==> config.mk <==
export PLATFORM = sky130hd
export DESIGN_NAME = pc_src_ctrl_mux
export DESIGN_NICKNAME = d
export VERILOG_FILES = /design/src/rtl/pc_src_ctrl_mux_pkg.sv /design/src/rtl/pc_src_ctrl_mux_sel.sv /design/src/rtl/pc_src_ctrl_mux.sv
export SDC_FILE = /design/constraint.sdc
export NUM_CORES = 1
export LEC_CHECK = 0
export ABC_AREA = 1
export CELL_PAD_IN_SITES_DETAIL_PLACEMENT = 1
export CELL_PAD_IN_SITES_GLOBAL_PLACEMENT = 2
export CORE_MARGIN = 10
export CORE_UTILIZATION = 14
export CTS_BUF_LIST = sky130_fd_sc_hd__clkbuf_16
export DETAILED_ROUTE_END_ITERATION = 6
export PLACE_DENSITY_LB_ADDON = 0.1
export SETUP_SLACK_MARGIN = 0.02
export SYNTH_ARGS = -nofsm -noshare
export SYNTH_HDL_FRONTEND = slang
export SYNTH_SLANG_ARGS = --single-unit
==> constraint.sdc <==
create_clock -name clk -period 1.8 [get_ports clk]
set_input_delay 0.45 -clock clk [delete_from_list [all_inputs] [get_ports clk]]
set_output_delay 0.45 -clock clk [all_outputs]
set_load 0.01 [all_outputs]
==> src/rtl/pc_src_ctrl_mux_pkg.sv <==
// -----------------------------------------------------------------------------
// pc_src_pkg
// Shared definitions for the next-PC source selection path. The control unit
// imports this package too, so both sides agree on the select encoding.
//   PCSRC_*          : next-PC source select codes
//   PC_RESET_DEFAULT : default reset value of the program counter
// -----------------------------------------------------------------------------
package pc_src_pkg;

    localparam logic [1:0] PCSRC_EXC  = 2'd0;
    localparam logic [1:0] PCSRC_EPC  = 2'd1;
    localparam logic [1:0] PCSRC_ALU  = 2'd2;
    localparam logic [1:0] PCSRC_SHL2 = 2'd3;

    localparam logic [31:0] PC_RESET_DEFAULT = 32'h0000_0000;

endpackage

==> src/rtl/pc_src_ctrl_mux_sel.sv <==
// -----------------------------------------------------------------------------
// pc_src_sel
// Combinational 4:1 WIDTH-bit selector, usable for any datapath mux that
// follows the pc_src_pkg select encoding.
//   i_sel  : 2-bit select
//   i_exc  : routed out for PCSRC_EXC, and for any unknown select
//   i_epc  : routed out for PCSRC_EPC
//   i_alu  : routed out for PCSRC_ALU
//   i_shl2 : routed out for PCSRC_SHL2
//   o_out  : selected value, unmodified
// -----------------------------------------------------------------------------
module pc_src_sel
    import pc_src_pkg::*;
#(
    parameter int WIDTH = 32
) (
    input  logic [1:0]       i_sel,
    input  logic [WIDTH-1:0] i_exc,
    input  logic [WIDTH-1:0] i_epc,
    input  logic [WIDTH-1:0] i_alu,
    input  logic [WIDTH-1:0] i_shl2,
    output logic [WIDTH-1:0] o_out
);

    // Pure selection with no alignment or masking. The exception vector sits
    // in the default branch, so an X/Z select falls back to it and the
    // output is always assigned (no latch).
    always_comb begin
        o_out = i_exc;
        case (i_sel)
            PCSRC_EPC:  o_out = i_epc;
            PCSRC_ALU:  o_out = i_alu;
            PCSRC_SHL2: o_out = i_shl2;
            default:    o_out = i_exc;
        endcase
    end

endmodule

==> src/rtl/pc_src_ctrl_mux.sv <==
// -----------------------------------------------------------------------------
// pc_src_ctrl_mux
// Next-PC source selector for the multicycle MIPS datapath, together with
// the program counter register it feeds.
//   clk               : system clock, rising edge
//   reset             : synchronous, active-high; loads RESET_PC
//   PCSourceCtrl      : next-PC source select (pc_src_pkg encoding)
//   Exception_Destiny : exception handler address (select 0)
//   EPC_Out           : saved exception PC for rte (select 1)
//   ALU_Out           : ALU result, PC+4 or jr target (select 2)
//   Shift_Left_2      : shifted branch/jump target (select 3)
//   PCWrite           : load enable for the PC register
//   Data_out          : selected next-PC, combinational
//   PC_Out            : registered program counter
//   Misaligned        : Data_out is not word aligned (informational only)
// -----------------------------------------------------------------------------
module pc_src_ctrl_mux
    import pc_src_pkg::*;
#(
    parameter int               WIDTH    = 32,
    parameter logic [WIDTH-1:0] RESET_PC = PC_RESET_DEFAULT[WIDTH-1:0]
) (
    input  logic             clk,
    input  logic             reset,
    input  logic [1:0]       PCSourceCtrl,
    input  logic [WIDTH-1:0] Exception_Destiny,
    input  logic [WIDTH-1:0] EPC_Out,
    input  logic [WIDTH-1:0] ALU_Out,
    input  logic [WIDTH-1:0] Shift_Left_2,
    input  logic             PCWrite,
    output logic [WIDTH-1:0] Data_out,
    output logic [WIDTH-1:0] PC_Out,
    output logic             Misaligned
);

    logic [WIDTH-1:0] w_nextPc;
    logic [WIDTH-1:0] r_pc;

    pc_src_sel #(
        .WIDTH (WIDTH)
    ) u_sel (
        .i_sel  (PCSourceCtrl),
        .i_exc  (Exception_Destiny),
        .i_epc  (EPC_Out),
        .i_alu  (ALU_Out),
        .i_shl2 (Shift_Left_2),
        .o_out  (w_nextPc)
    );

    // PC register: reset wins over PCWrite; otherwise it loads whatever the
    // selector presents at the edge, or holds.
    always_ff @(posedge clk) begin
        if (reset) begin
            r_pc <= RESET_PC;
        end else if (PCWrite) begin
            r_pc <= w_nextPc;
        end
    end

    // The alignment flag only reports; the control unit decides whether a
    // misaligned fetch becomes an exception.
    assign Misaligned = |w_nextPc[1:0];
    assign Data_out   = w_nextPc;
    assign PC_Out     = r_pc;

endmodule

==> out/summary.md, run 1 <==
Wires add up to 16,400 um. For the maximum ir drop on the vdd rail, the log shows 0.000291 V. The post-layout worst setup margin is -0.124 ns, and the setup TNS after final layout is -1.61 ns.

The clock reaches the later pin of the worst-skew pair after 0.29 ns. The slew of the pin with the lowest slew margin came out at 0.306 ns. The logs give 0 for the number of remaining DRC errors and -0.560 ns for the worst setup slack before clock tree synthesis. The repair_antennas step left the layout with diodes totalling 0. The horizontal die dimension was 153 um. Setup repair after global routing could not meet its margin everywhere. TritonCTS built the clock tree. After Yosys synthesis, XOR and XNOR cells account for 0% of the synthesized area. Cells with a size suffix above 1 make up 40.1% of the layout. The root buffer cell chosen for the clock tree is sky130_fd_sc_hd__clkbuf_16. The critical path goes through buf_8 -> buf_12 -> nor2_4 -> buf_6 -> buf_6 -> nand2_4 -> nand4_1 -> buf_4. The post-synth net total was 611; the leftover overflow at the end of global routing was 0. For this design, the slowest cell found on the critical path is sky130_fd_sc_hd__nor2_4. The top cell types in the final layout, fill and taps aside, are sky130_fd_sc_hd__clkdlybuf4s50_1, sky130_fd_sc_hd__buf_4, sky130_fd_sc_hd__nor2_1, sky130_fd_sc_hd__nand3_1, sky130_fd_sc_hd__inv_1.

After clock tree synthesis, the clock-pin slew on the worst setup and hold paths is 0.05 ns. The congestion estimate from routability-driven global placement came to 0.741. The count of hold-fix buffers inserted at cts is 0. The die covers 23,600 um2. Of the total synthesized cell area, the portion taken by full adders, half adders and majority gates is 0%. Summing the areas of all and, or, nand and nor instances in the mapped netlist gives 55.5% of the synthesized area.

The flow ran to the end, but the final reports show violations. The floorplan has 48 rows. The final reports fail on setup timing.

The number of H-tree levels was 2; the peak per-stage delay on the critical path was 0.20 ns. After the last flow step, the layout net total stands at 932. The half-perimeter wire length of the detailed placement result was 11,900 um; the die span in y was 153 um.

The critical path in this run is classified as primary input to output pin. For this design the static power due to leakage is 3.59 nW. The gate count after technology mapping is 478. The worst setup path is captured at an output pin. The total count of max-transition violations in the final report was 0; the number of flip-flops in the largest register was 32. The synthesized flop and latch total was 32; the total CTS buffers was 5.

The first detailed-routing pass took 4 iterations. The tools report the startpoint kind of the worst setup timing path as a primary input. In the routed layout, each cell is associated on average with a via count of 4.06. The most frequent cell on the critical path is sky130_fd_sc_hd__buf_6.

Type of the most critical hold path: register to register. The number of I/O port buffers came out at 197. After floorplanning, the core was sized to cover 17,400 um2. The detailed router finished its first iteration with 71 violations. The run gives 1.35 ns as the data required time at the worst endpoint. Once the floorplan was initialized, standard cells occupied 14.4% of the core. Dividing the detail-routed wire length by the instance count gives 16.0 um.

The final number of setup-violating endpoints is 32, and the cell area after synthesis is 2490 um2. The synthesized netlist devotes 2.01% of its cell area to compound gates. The first global-routing pass estimated 24,300 um of wire. The run gives 0 as the number of failing hold endpoints at the final stage. The vias after detailed routing is 4,161, and the post-synthesis area per instance is 5.22 um2. At the worst endpoint, the arrival time is 1.47 ns.

The I/O pin total is 198, and the power density over the cells is 477 nW/um2. Cells fill 39.0% of the core in the end. Clock tree synthesis found a total of 32 sinks. Of the synthesized area, sequential elements account for 25.7%. The run gives 15 as the number of unique standard cell types used by synthesis. The dominant combinational cell family by area after synthesis is simple AND/OR/NAND/NOR gates. The tools report the total of warnings raised by yosys as 0.

For this run, the top clock speed supported by timing is 520 MHz. The count of nets left with antenna violations once routing finished came out at 0. The synthesis-to-finish area growth is 171%. In this run the tightest slew margin relative to its limit is 79.6%.

The worst clock skew on the final layout is 0 ns. Hold timing on the final database bottoms out at a slack of 0.526 ns. The run gives 1,025 as the post-layout instance count excluding filler cells. The largest fanout on the critical path is 6, and the aggregate global-route resource usage is 12.9%. Max-cap check violation count: 0. In the finished design, the share of the clock period the worst path needs comes to 107%. Counting I/O delays and the setup requirement, the final critical path takes 1.92 ns. The count of placed standard cells including taps came out at 940. The initial antenna violation count was 1.

Leaving out fill and tap cells, the most frequent cell in the layout is sky130_fd_sc_hd__clkdlybuf4s50_1. The run gives 4,351 as the via count of the first global-routing pass. Entering global routing, the biggest net connects 65 pins. Of the post-synthesis cell area, the part taken by muxes is 0%.

No sink is reached through more buffers than the 2 on the longest clock path.
[power by group]
part	leakage (nW)	internal (W)	switching, W
combinational	3.25	0.000943	0.000679
sequential	0.266	0.000765	0.0000286
clock	0.0738	0.000497	0.000318
[kinds of logic after synthesis]
logic type	after synthesis
DFF	32
buffers and inverters	101
and+or+nand+nor	335
AOI/OAI and AO/OA	10
[per-stage QoR]
stage               total power, W  area, um2
global placement           0.00204       5220
detailed placement         0.00205       5220
CTS                        0.00312       6110
floorplan                  0.00123       2490
finish                     0.00323       6770
global route               0.00347       6770
[area by class of cell]
cell class,instances,area [um2]
tap,225,282
clock buffer,5,125
inverter,72,283
fill,2137,10600
clock inverter,3,11.3
sequential,32,641
multi-input combinational,345,2030
timing repair inverter,1,8.76
timing repair buffer,342,3390
[critical path, delay by kind of cell]
family / cells / cell delay [ns]
buf+inv: 5 / 0.66
simple gates: 3 / 0.36
[per-layer routing]
metal	vias to the layer above	wire (um)	global-route usage (%)
met5	-	7	0
met4	2	155	2.70
met3	13	1150	4.77
met2	104	8450	22.9
met1	1960	6660	14.3
li1	2082	-	-
[cell usage after synthesis]
cell	n	share of area [%]
sky130_fd_sc_hd__buf_4	5	1.5
sky130_fd_sc_hd__nor2_1	108	16
sky130_fd_sc_hd__o21ai_0	5	1.0
sky130_fd_sc_hd__dfxtp_1	32	26
sky130_fd_sc_hd__a21oi_1	5	1.0
sky130_fd_sc_hd__nand2_4	1	0.45
sky130_fd_sc_hd__nand2_1	133	20
sky130_fd_sc_hd__nor2_2	1	0.25
sky130_fd_sc_hd__buf_1	4	0.60
sky130_fd_sc_hd__clkbuf_1	2	0.30
sky130_fd_sc_hd__inv_2	2	0.30
sky130_fd_sc_hd__buf_2	18	3.6
sky130_fd_sc_hd__nand4_1	1	0.25
sky130_fd_sc_hd__nand3_1	91	18
sky130_fd_sc_hd__inv_1	70	11
[worst paths after layout]
check / startpoint / end / slack [ns] / cells after the start
worst min register to register: PC_Out[28]$_SDFFE_PP0P_ / PC_Out[28]$_SDFFE_PP0P_ / 0.53 / 2
worst max register to register: PC_Out[26]$_SDFFE_PP0P_ / PC_Out[26]$_SDFFE_PP0P_ / 1.13 / 2
worst max-delay path: PCSourceCtrl[0] / Misaligned / -0.12 / 8
worst min-delay path: PC_Out[28]$_SDFFE_PP0P_ / PC_Out[28]$_SDFFE_PP0P_ / 0.53 / 2
[timing repair]
| action | in CTS | in global routing |
|---|---|---|
| pin swaps | 9 | 58 |
| gates cloned | 1 | 2 |
| gates resized for setup | 263 | 135 |
| setup buffers | 55 | 24 |
| endpoints found under the setup margin | 33 | 37 |
No activity file was read; power rests on OpenSTA's default activity.
==> inputs of run 2 (changes only) <==
PLACE_DENSITY = 0.91   (was default)
PLACE_DENSITY_LB_ADDON = default   (was 0.1)
==> run 2 against run 1 <==
The flow still finishes with violations (setup timing). Via count rose by 4.4%. Worst hold slack improved by 0.0060 ns. Critical path depth rose by 1. First-iteration DRC count rose by 5.6%. Global-route usage rose by 1.2 points. Register-to-register slack got worse by 0.11 ns. Largest cell class unchanged. Largest power group unchanged.
==> out/summary.md, run 2 (synthesized netlist as in run 1, its figures left out) <==
The total count of max-transition violations in the final report is 0 (unchanged). The worst clock skew on the final layout was 0 ns (unchanged); the number of antenna-violating nets in the routed design was 0 (unchanged). For the pin count of the biggest net entering global routing, the log shows 65 (unchanged).

The data arrival time of the critical path is 1.54 ns (+0.07 ns), and the number of flip-flops in the largest register is 32 (unchanged). The run gives 14.4% (unchanged) as the initial standard-cell utilization of the core. The worst max-slew margin expressed relative to the limit is 75.0% (-4.7 points). The TritonCTS sink count is 32 (unchanged), and the die span in y is 153 um (unchanged). The run finished, with violations left.

The maximum ir drop on the vdd rail is 0.000302 V (+3.8%), and the number of failing hold endpoints at the final stage is 0 (unchanged). The maximum root-to-sink buffer count was 2 (unchanged). TritonCTS built the clock tree.

The horizontal die dimension is 153 um (unchanged). The final number of setup-violating endpoints was 38 (+19%); the setup TNS after final layout was -3.89 ns (-2.28 ns). The worst setup slack before clock tree synthesis is -0.624 ns (-0.0635 ns). The sum of routed wire length over all layers was 18,000 um (+9.9%); the share of cells above drive strength 1 was 41.0% (+0.89 points). The tools report the first-pass GRT wire length as 26,300 um (+8.3%). The slowest stage of the critical path belongs to the cell sky130_fd_sc_hd__buf_12. The library cells used most frequently in the layout, excluding fill and tap cells, are sky130_fd_sc_hd__clkdlybuf4s50_1, sky130_fd_sc_hd__buf_4, sky130_fd_sc_hd__nand2_1, sky130_fd_sc_hd__nand3_1, sky130_fd_sc_hd__inv_1. The run gives 5200 um2 (-0.29%) as the post-placement cell area. The number of nets in the layout is 961 (+3.1%).

Clock-pin slew on the worst setup and hold paths: 0.06 ns (about the same). For the die outline area, the log shows 23,600 um2 (unchanged). The number of H-tree levels is 2 (unchanged), and the final instance area is 6960 um2 (+2.8%). In this run the critical register-to-register path is launched from PC_Out[29]$_SDFFE_PP0P_.

The leading cell type in the layout, fill and taps excluded was sky130_fd_sc_hd__clkdlybuf4s50_1. The most frequent cell on the critical path was sky130_fd_sc_hd__buf_12. The vias after detailed routing was 4,343 (+4.4%); the initial antenna violation count was 0 (-1). The cell chosen for the clock root was sky130_fd_sc_hd__clkbuf_16.

The via count of the first global-routing pass was 4,779 (+9.8%). The average vias per placed instance was 4.12 (+1.5%); the half-perimeter wire length of the detailed placement result was 11,800 um (-1.3%). Data required time at the worst endpoint: 1.35 ns (about the same). The run gives 0 (unchanged) as the count of hold-fix buffers inserted at cts. The share of the core filled with cells in the final layout was 40.1% (+1.1 points). The final reports fail on setup timing. The aggregate global-route resource usage was 14.1% (+1.2 points); the number of cells on the worst reg-to-reg path was 2 (unchanged).

The antenna diode count was 0 (unchanged); the max-cap check violation count was 0 (unchanged). The routed length per placed instance works out to 17.1 um (+6.8%). Critical path startpoint: PCSourceCtrl[0]. For the final weighted congestion in routability-driven placement, the log shows 0.786 (+6.1%).

For the final hold slack, the log shows 0.532 ns (+0.00601 ns). The row count was 48 (unchanged); the post-layout worst setup margin was -0.191 ns (-0.0674 ns). The iteration count of the initial detailed-routing pass was 4 (unchanged). The minimum period implied by the final worst setup slack works out to 1.99 ns (+0.0674 ns).

Number of remaining DRC errors: 0 (unchanged). The critical path endpoint was Data_out[23]. The worst setup path is of the primary input to output pin kind.

Setup repair after global routing could not meet its margin everywhere. The tools report the minimum setup slack among reg-to-reg paths as 1.02 ns (-0.11 ns). Number of I/O port buffers: 197 (unchanged).

The min-delay analysis places its worst path in the category register to register. The endpoint identified for the worst register-to-register timing path is PC_Out[29]$_SDFFE_PP0P_. The peak per-stage delay on the critical path came out at 0.18 ns (-0.02 ns).

The leftover overflow at the end of global routing was 0 (unchanged). Total CTS buffers: 5 (unchanged). Slew of the pin with the lowest slew margin: 0.374 ns (+0.0686 ns).

The placeable core region came out at 17,400 um2 (unchanged). The clock insertion delay at the later pin of the skew report is 0.29 ns (about the same). The share of the clock period used by the worst path after layout works out to 111% (+3.7 points). The critical path goes through buf_8 -> buf_12 -> buf_12 -> nand2_8 -> buf_12 -> nor2_4 -> nor2_2 -> nand2_1 -> buf_6.

The run gives 502 MHz (-3.4%) as the achievable frequency. The run gives 3.55 nW (-1.2%) as the standby leakage power. The tools report the startpoint kind of the worst setup timing path as a primary input. The run gives 75 (+5.6%) as the number of violations reported at the end of detailed-routing iteration 0.

The endpoint type of the worst setup path was an output pin. The I/O pin total is 198 (unchanged), and the largest fanout on the critical path is 7 (+1). Compared with the post-synthesis result, the final layout area differs by 179%. The power density over the cells was 490 nW/um2 (+2.6%).
[run 2: cell types whose count changed in the layout (fill, tap and decap cells not counted), sizes merged]
cell / change
clkinv: +1
inv: -2
buf: +30
dlymetal6s2s: -11
clkdlybuf4s50: +10
dlygate4sd2: +1
[run 2: area by class of cell]
type                       instances  area [um2]
fill                            2111       10400
timing repair buffer             372        3630
multi-input combinational        345        2000
sequential                        32         641
tap                              225         282
inverter                          72         270
clock buffer                       5         125
clock inverter                     3        13.8
[run 2: metrics by stage]
step / power [W] / std cells
after CTS: 0.00334 / 1061
after floorplan: 0.00123 / 478
after detailed placement: 0.00204 / 938
after global routing: 0.00364 / 1054
after global placement: 0.00203 / 938
final: 0.00341 / 1054
[run 2: layer usage]
| metal | track usage (%) | share of wire, % | up-vias |
|---|---|---|---|
| met5 | 0 | 0 | - |
| met4 | 4.18 | 1.7 | 0 |
| met3 | 4.44 | 6.3 | 22 |
| met2 | 26.5 | 54 | 116 |
| met1 | 14.6 | 38 | 2058 |
| li1 | - | - | 2147 |
[run 2: worst min-delay path by stage]
stage                              end  cells after the start                    start  slack (ns)
2_1_floorplan  PC_Out[28]$_SDFFE_PP0P_                      2  PC_Out[28]$_SDFFE_PP0P_        0.54
3_3_place_gp   PC_Out[28]$_SDFFE_PP0P_                      2  PC_Out[28]$_SDFFE_PP0P_        0.51
3_5_place_dp    PC_Out[4]$_SDFFE_PP0P_                      2   PC_Out[4]$_SDFFE_PP0P_        0.52
4_1_cts         PC_Out[4]$_SDFFE_PP0P_                      2   PC_Out[4]$_SDFFE_PP0P_        0.54
5_1_grt         PC_Out[4]$_SDFFE_PP0P_                      2   PC_Out[4]$_SDFFE_PP0P_        0.56
6_report        PC_Out[4]$_SDFFE_PP0P_                      2   PC_Out[4]$_SDFFE_PP0P_        0.53
[run 2: repair_timing]
action	4_1_cts	5_1_grt
cloned	3	1
endpoints found under the setup margin	33	46
resized for setup	265	109
setup buffers	112	11
pin swaps	54	50
[run 2: critical path: cells and delay by family]
kind / cells / cell delay (ns)
simple gates: 4 / 0.41
buf+inv: 5 / 0.68
[run 2: power breakdown]
group          internal (W)  total [W]  switching [W]
logic               0.00104    0.00177       0.000729
clock network      0.000503   0.000847       0.000345
registers          0.000765   0.000791      0.0000266
total               0.00231    0.00341        0.00110
==> inputs of run 3 (changes only) <==
CORE_UTILIZATION = 27   (was 14)
DONT_BUFFER_PORTS = 1   (was default)
==> run 3 against run 2 <==
The run now ends clean. Sequential share of layout area increased by 15 points. Core utilization decreased by 11 points. First-iteration DRC count increased by 72%. Critical path depth decreased by 3. Die area decreased by 43%. Critical path type unchanged. Critical endpoint is now Data_out[14].
==> out/summary.md, run 3 (synthesized netlist as in run 1, its figures left out) <==
The run finished with clean final reports. The fraction of met2 tracks used by global routing was 26.1% (-0.41 points). The share of cells above drive strength 1 is 3.03% (-38 points). The post-cts repair resize count was 0 (-100%).

The worst max-slew margin expressed relative to the limit was 83.1% (+8.1 points); the number of I/O port buffers was 0 (-100%). For the count of hold-fix buffers inserted at cts, the log shows 0 (unchanged). The max-cap check violation count came out at 0 (unchanged). After global routing, the most crowded layer is met2.

The number of violations reported at the end of detailed-routing iteration 0 came out at 129 (+72%). From synthesis to final layout, the design area changed by 7.52%. The initial standard-cell utilization of the core was 27.4% (+13 points); the pin count of the biggest net entering global routing was 67 (+3.1%). The run gives 35 (-27%) as the row count.

Worst setup path category: primary input to output pin. The slew of the pin with the lowest slew margin was 0.251 ns (-0.123 ns). The vias after detailed routing is 2,810 (-35%), and the first-pass GRT wire length is 15,700 um (-40%). The peak per-stage delay on the critical path came out at 0.17 ns (about the same). The tools report the post-layout instance count excluding filler cells as 573 (-46%). The total CTS buffers is 5 (unchanged). Number of failing hold endpoints at the final stage: 0 (unchanged). The minimum period implied by the final worst setup slack is 1.62 ns (-0.369 ns), and the die span in y is 116 um (-24%). The number of flip-flops in the largest register is 32 (unchanged).

For the aggregate global-route resource usage, the log shows 14.8% (+0.64 points). The endpoint type of the worst setup path is an output pin. The largest fanout on the critical path is 66 (+59). The top cell types in the final layout, fill and taps aside, are sky130_fd_sc_hd__nand2_1, sky130_fd_sc_hd__nor2_1, sky130_fd_sc_hd__nand3_1, sky130_fd_sc_hd__inv_1, sky130_fd_sc_hd__dfxtp_1. Half-perimeter wire length of the detailed placement result: 8440 um (-28%). The tools report the number of antenna-violating nets in the routed design as 0 (unchanged).

The type of the most critical hold path was primary input to register. For the final weighted congestion in routability-driven placement, the log shows 0.768 (-2.3%). The maximum ir drop on the vdd rail is 0.000325 V (+7.4%), and the data required time at the worst endpoint is 1.35 ns (about the same). The reg-to-reg startpoint was PC_Out[3]$_SDFFE_PP0P_. The root buffer cell chosen for the clock tree is sky130_fd_sc_hd__clkbuf_16. The horizontal die dimension was 116 um (-24%). The tools report the antenna diode count as 0 (unchanged). The slowest stage of the critical path belongs to the cell sky130_fd_sc_hd__buf_12. The met3 usage in global routing is 5.50% (+1.1 points), and the count of placed standard cells including taps is 565 (-40%). Met1 routing resource usage after global routing: 15.9% (+1.3 points).

For the data arrival time of the critical path, the log shows 1.17 ns (-0.37 ns). For the I/O pin total, the log shows 198 (unchanged). The post-placement cell area was 2550 um2 (-51%). The clock-pin slew on the worst setup and hold paths is 0.05 ns (about the same), and the clock insertion delay at the later pin of the skew report is 0.27 ns (-0.02 ns). The logs give 1.63 nW (-54%) for the standby leakage power and 9110 um2 (-48%) for the placeable core region. Setup repair after global routing left no endpoint under its margin. The average vias per placed instance was 4.90 (+19%); the achievable frequency was 616 MHz (+23%). The logs give 13,500 um2 (-43%) for the die outline area and 0 (unchanged) for the initial antenna violation count. The iteration count of the initial detailed-routing pass is 4 (unchanged), and the via count of the first global-routing pass is 2,968 (-38%). The setup TNS after final layout was 0 ns (+3.89 ns). Most frequent cell on the critical path: sky130_fd_sc_hd__nor2_1. The tools report the total count of max-transition violations in the final report as 0 (unchanged).

The leftover overflow at the end of global routing came out at 0 (unchanged). The run gives 0 (-100%) as the final number of setup-violating endpoints. In this run the most critical hold path is launched from PCWrite. TritonCTS built the clock tree.

Leaving out fill and tap cells, the most frequent cell in the layout is sky130_fd_sc_hd__nand2_1. The number of remaining DRC errors is 0 (unchanged), and the routed length per placed instance is 18.4 um (+7.7%). The post-CTS setup buffer count came out at 0 (-100%).

Traced cell by cell, the critical path runs through inv_2 -> nand2_4 -> buf_12 -> nor2_1 -> nor2_1 -> nand2_1. The critical path startpoint was PCSourceCtrl[1]. The power density over the cells is 767 nW/um2 (+57%). The maximum root-to-sink buffer count was 2 (unchanged); the number of H-tree levels was 2 (unchanged). The number of nets in the layout came out at 594 (-38%).

The startpoint kind of the worst setup timing path is a primary input. The share of the core filled with cells in the final layout was 29.5% (-11 points). The final instance area was 2680 um2 (-61%); the share of the clock period used by the worst path after layout was 90.1% (-21 points). The tools report the worst clock skew on the final layout as 0 ns (unchanged). Grouping stages by cell kind, the critical path spends the most delay in simple AND/OR/NAND/NOR gates. The tools report the TritonCTS sink count as 32 (unchanged). The sum of routed wire length over all layers was 10,600 um (-41%); the final hold slack was 0.279 ns (-0.253 ns).

The number of buffers and inverters on the critical path came out at 2 (-3).
run 3: layout make-up:
class / instances / area, um2
sequential: 32 / 641
multi-input combinational: 345 / 1430
clock buffer: 5 / 125
tap: 111 / 139
clock inverter: 3 / 11.3
timing repair buffer: 5 / 62.6
fill: 1245 / 6430
inverter: 72 / 270
run 3: final timing paths:
path                                                 to  slack, ns  cells after the start
worst max register to register   PC_Out[3]$_SDFFE_PP0P_       1.03                      2
worst min register to register  PC_Out[29]$_SDFFE_PP0P_       0.59                      2
worst max-delay path                       Data_out[14]       0.18                      6
worst min-delay path             PC_Out[3]$_SDFFE_PP0P_       0.28                      1
run 3: report_power, final:
| part | total (W) | switching (W) | internal (W) |
|---|---|---|---|
| Combinational | 0.000420 | 0.000276 | 0.000144 |
| Sequential | 0.000835 | 0.0000696 | 0.000766 |
| Clock | 0.000803 | 0.000306 | 0.000497 |
| Total | 0.00206 | 0.000651 | 0.00141 |
run 3: per-layer routing:
| metal | share of wire (%) | vias to the layer above | wire (um) |
|---|---|---|---|
| li1 | - | 1406 | - |
| met1 | 38 | 1278 | 4070 |
| met2 | 50 | 110 | 5290 |
| met3 | 9.5 | 16 | 1010 |
| met4 | 1.9 | 0 | 200 |
| met5 | 0 | - | 0 |
run 3: per-stage QoR:
stage / worst slack (ns) / total power, W
2_1_floorplan: 0.214 / 0.00123
3_3_place_gp: 0.192 / 0.00126
3_5_place_dp: 0.165 / 0.00128
4_1_cts: 0.160 / 0.00210
5_1_grt: 0.0850 / 0.00220
6_report: 0.178 / 0.00206
